<file path="src/rtl/pipe_stage_reg.sv">
// pipe_stage_reg: valid/ready pipeline register with a one-entry skid buffer,
// flush, and control-bit masking on bubbles.
module pipe_stage_reg #(
  parameter int CTRL_WIDTH = 9,
  parameter int DATA_WIDTH = 64,
  parameter int NUM_WORDS  = 4,
  parameter int TAG_WIDTH  = 21
) (
  input  logic                            clock,
  input  logic                            reset,
  input  logic                            flush,
  input  logic                            in_valid,
  output logic                            in_ready,
  input  logic [CTRL_WIDTH-1:0]           in_ctrl,
  input  logic [NUM_WORDS*DATA_WIDTH-1:0] in_data,
  input  logic [TAG_WIDTH-1:0]            in_tag,
  output logic                            out_valid,
  input  logic                            out_ready,
  output logic [CTRL_WIDTH-1:0]           out_ctrl,
  output logic [NUM_WORDS*DATA_WIDTH-1:0] out_data,
  output logic [TAG_WIDTH-1:0]            out_tag,
  output logic [1:0]                      occupancy
);
  localparam int PW = CTRL_WIDTH + NUM_WORDS*DATA_WIDTH + TAG_WIDTH;
  logic [PW-1:0] main_q, main_d, skid_q, skid_d, in_pl;
  logic [CTRL_WIDTH-1:0] main_ctrl;
  logic main_v_q, main_v_d, skid_v_q, skid_v_d, in_fire, out_fire, take;
  assign in_pl = {in_ctrl, in_data, in_tag};
  assign in_ready = !skid_v_q;
  assign out_valid = main_v_q;
  assign occupancy = {skid_v_q, main_v_q & !skid_v_q};
  assign {main_ctrl, out_data, out_tag} = main_q;
  assign out_ctrl = main_ctrl & {CTRL_WIDTH{main_v_q}};
  always_comb begin
    in_fire = in_valid & !skid_v_q;
    out_fire = main_v_q & out_ready;
    take = in_fire & !flush;
    // payload registers are never written on a flush so the last beat stays visible
    main_d = !flush & skid_v_q & out_fire ? skid_q
           : take & (!main_v_q | out_fire) ? in_pl : main_q;
    skid_d = take & main_v_q & !out_fire ? in_pl : skid_q;
    main_v_d = !flush & (skid_v_q | in_fire | (main_v_q & !out_fire));
    skid_v_d = !flush & (skid_v_q ? !out_fire : in_fire & main_v_q & !out_fire);
  end
  always_ff @(posedge clock) begin
    if (!reset) begin
      main_q <= '0;
      skid_q <= '0;
      main_v_q <= 1'b0;
      skid_v_q <= 1'b0;
    end else begin
      main_q <= main_d;
      skid_q <= skid_d;
      main_v_q <= main_v_d;
      skid_v_q <= skid_v_d;
    end
  end
endmodule
</file>
<file path="config.mk">
export PLATFORM = sky130hd
export DESIGN_NAME = pipe_stage_reg
export DESIGN_NICKNAME = d
export VERILOG_FILES = /design/src/rtl/pipe_stage_reg.sv
export SDC_FILE = /design/constraint.sdc
export NUM_CORES = 1
export LEC_CHECK = 0
export ABC_AREA = 1
export CORE_ASPECT_RATIO = 0.75
export CORE_MARGIN = 5
export CORE_UTILIZATION = 35
export CTS_BUF_LIST = sky130_fd_sc_hd__clkbuf_16
export CTS_CLUSTER_DIAMETER = 80
export DETAILED_ROUTE_END_ITERATION = 12
export GPL_ROUTABILITY_DRIVEN = 0
export GPL_TIMING_DRIVEN = 0
export SYNTH_ARGS = -nofsm -noshare
export SYNTH_HDL_FRONTEND = slang
export SYNTH_SLANG_ARGS = --single-unit
</file>
<file path="constraint.sdc">
create_clock -name clock -period 1.6 [get_ports clock]
set_clock_uncertainty 0.1 [all_clocks]
set_input_delay 0.16 -clock clock [delete_from_list [all_inputs] [get_ports clock]]
set_output_delay 0.16 -clock clock [all_outputs]
set_load 0.005 [all_outputs]
</file>
==> results.md <==
* Status: finished, violations left
* Failing checks: negative setup slack
* Pleak at 0.01958 uW
* Design Area, Final at just under 40000 um^2
* Initial Util at between 30% and 40%
* Core ar. at around 80000 um^2
* Crit path time final at between 1.5 and 2 ns
* Cell Count, Final, Fillers Out at a little over 6000
* Synth top area share at between 40% and 50%
* DR pass1 iterations at 5
* Final nets at ~5300
* Commonest cells post-synth: nor2_1 (1146), nand2_1 (870), dfxtp_1 (574)
* Max FO, Critical Path at 5
* CP max-delay cell: dfxtp_4
* Total grt overflow at 0
* Final Hold Viols at 0
* Routed Antenna Nets at 0
* Area post-placement at 35060 um^2
* Synth Flop Type: dfxtp_1
* Largest area contributor in the netlist: dfxtp_1
* Async set-reset flop share out of synthesis at 0%
* Placed Cells at about 6000
* Pin count of the biggest net entering global routing at 16
* Row count at about 90
* Mapped Area at around 28000 um^2
* Synth Instances at between 4000 and 5000
* Area grow syn2layout at 41.42%
* Slew @ Worst Pin at roughly 1.3 ns
* Drt via density at between 4 and 5
* H-tree levels at 2
* Final worst slack at -0.1473 ns
* FILL cells at 8043
* WL final at around 110000 um
* Clock Latency Late Sink at 0.64 ns
* Fin Hold WS at 0.07246 ns
* All-Layer GR Usage at 22.88%
* CP startpoint kind: flip-flop
* Vias after detailed routing at between 20000 and 30000
* First-pass GRT wire length at roughly 150000 um
* Final core occ at 50.08%
* Critical Path Sink Type: primary output
* Maximum VDD drop at 0.7372 mV
* CP required at 1.34 ns
* Port-buffer cells at a little under 600
* WP buf/inv at 4
* Die W at about 340 um
* Post-Syn Nets at roughly 4600
* Distinct cell type count after synthesis at 19
* Final Cycle Share at 109.2%
* Final HPWL DP at ~75000 um
* Synth warnings at 0
* Root buffer cell: clkbuf_16
* Pwr Density at just under 900 nW/um^2
* Slew Limit Fails at 0
* CP Cell Sequence: buf_6, clkbuf_16, nand2_2, inv_2, buf_2
* CP delay by family, top: buffers and inverters
* CTS Buf Count at 60
* Die Height at approximately 250 um
* Critical Setup Path Class: reg2out
* CTS tree: built
* TNS Setup at -24.48 ns
* Vias in the first global route at roughly 26000
* Maxcap violations at 0
* Syn Area/Cell at about 6.4 um^2
* Fmax at approximately 570 MHz
* Routed WL per cell at approximately 17 um
* Total die area at ~86000 um^2
* HP Class: in2reg
* Initial antenna violation count at 23
* Synth area leaders: dfxtp_1 (41%), nor2_1 (15%), nand2_1 (12%)
* Clk sinks at roughly 570
* EDFF count, synth at 0
* Yosys reg bits at between 500 and 600
* WP data arrival at 1.49 ns
* Share of layout cells above drive strength 1 at 18.80%
* First-iteration detailed-routing DRC count at approximately 1900
* RSZ-0062 raised after global routing: yes
* CTS Buffer Depth at 3
* Worst relative slew slack at 11.68%
* Residual DRC at 0
* Num ports at just under 600
* Final setup viols at a little over 500
* Max incr delay on CP at around 0.36 ns
* Most common cell in the netlist: nor2_1
* Seq/Total Area, Yosys at between 40% and 50%
* Clock-pin slew on the worst setup and hold paths at ~0.060 ns
-- worst reg2reg max path, stage by stage (launching register included) --
cell and delay, ns:
dfxtp_4 0.37, nor2_4 0.17, nand3_4 0.12, buf_12 0.17, nand2_8 0.10, inv_12 0.06, buf_16 0.17, buf_4 0.19
nor2_1 0.12, nor2_2 0.06
-- final cells by class --
type	count	area, um^2	share of cell area (%)
antenna	9	22.52	0.05695
timing repair buffer	620	6141	15.53
clock buffer	61	1526	3.860
tap	1046	1309	3.310
multi-input combinational	2883	12550	31.74
inverter	303	1174	2.968
clock inverter	44	304.0	0.7689
buffer	589	4865	12.30
sequential	574	11650	29.46
-- registers in the layout, indices dropped and copies added, names as in the netlist --
register   flops
skid_v_q       1
main_q       286
out_valid      1
skid_q       286
-- cell usage in the layout (no fill, tap or decap), types with 27 or more instances in the layout --
master | netlist | routed
dfxtp_1 | 574 | 451
nor2_2 | 0 | 69
buf_6 | 1 | 48
nand2_1 | 870 | 843
nor2_1 | 1146 | 1071
o21ai_1 | 40 | 62
dlygate4sd2_1 | 0 | 276
clkbuf_1 | 182 | 64
buf_8 | 0 | 35
buf_4 | 279 | 344
clkdlybuf4s50_1 | 0 | 289
nand3_2 | 2 | 44
o21ai_0 | 246 | 211
nand3_1 | 572 | 528
inv_1 | 299 | 300
buf_2 | 108 | 37
dfxtp_2 | 0 | 121
clkbuf_2 | 0 | 27
clkbuf_16 | 0 | 82
-- timing repair --
action,CTS,global route
setup buffers,16,5
hold buffers,0,0
pin swaps,14,117
endpoints found under the setup margin,862,854
resized for setup,854,435
gates cloned,4,17
-- stage by stage --
step / worst slack, ns / power, uW
global placement: -1.479 / 20870
finish: -0.1473 / 34290
CTS: -0.1848 / 34430
floorplan: 0.04730 / 18240
detailed placement: -1.452 / 20900
global route: -0.2114 / 35760
-- cells by family (layout without fill, tap and decap cells) --
family          Yosys count  after routing  share of synthesized area (%)
simple gates           2595           2596                          37.50
buf+inv                 895           1617                          16.27
flops                   574            574                          41.10
compound gates          287            287                          5.137
other cells               0              9                              0
-- metal layers --
metal / share of wire, % / GRT usage, %
met3: 7.1 / 5.439
met5: 0.15 / 0
met1: 45 / 31.03
met2: 46 / 36.88
met4: 2.1 / 5.945
-- where the power goes --
part	leakage [uW]	internal [uW]	total, uW	switching, uW
clock network	0.000940	7480	13600	6100
registers	0.00473	15000	15300	329
logic	0.0139	2810	5420	2610
-- final timing paths --
kind | from | endpoint | slack (ns) | cells past startpoint
worst max register to register | skid_v_q$_SDFF_PN0_ | main_q[214]$_SDFFE_PN0P_ | -0.14 | 9
worst max-delay path | out_valid$_SDFF_PN0_ | out_ctrl[8] | -0.15 | 5
worst min-delay path | in_data[17] | skid_q[38]$_SDFFE_PN0P_ | 0.07 | 3
worst min register to register | skid_q[38]$_SDFFE_PN0P_ | skid_q[38]$_SDFFE_PN0P_ | 0.38 | 2
(Power assumes the default switching activity.)
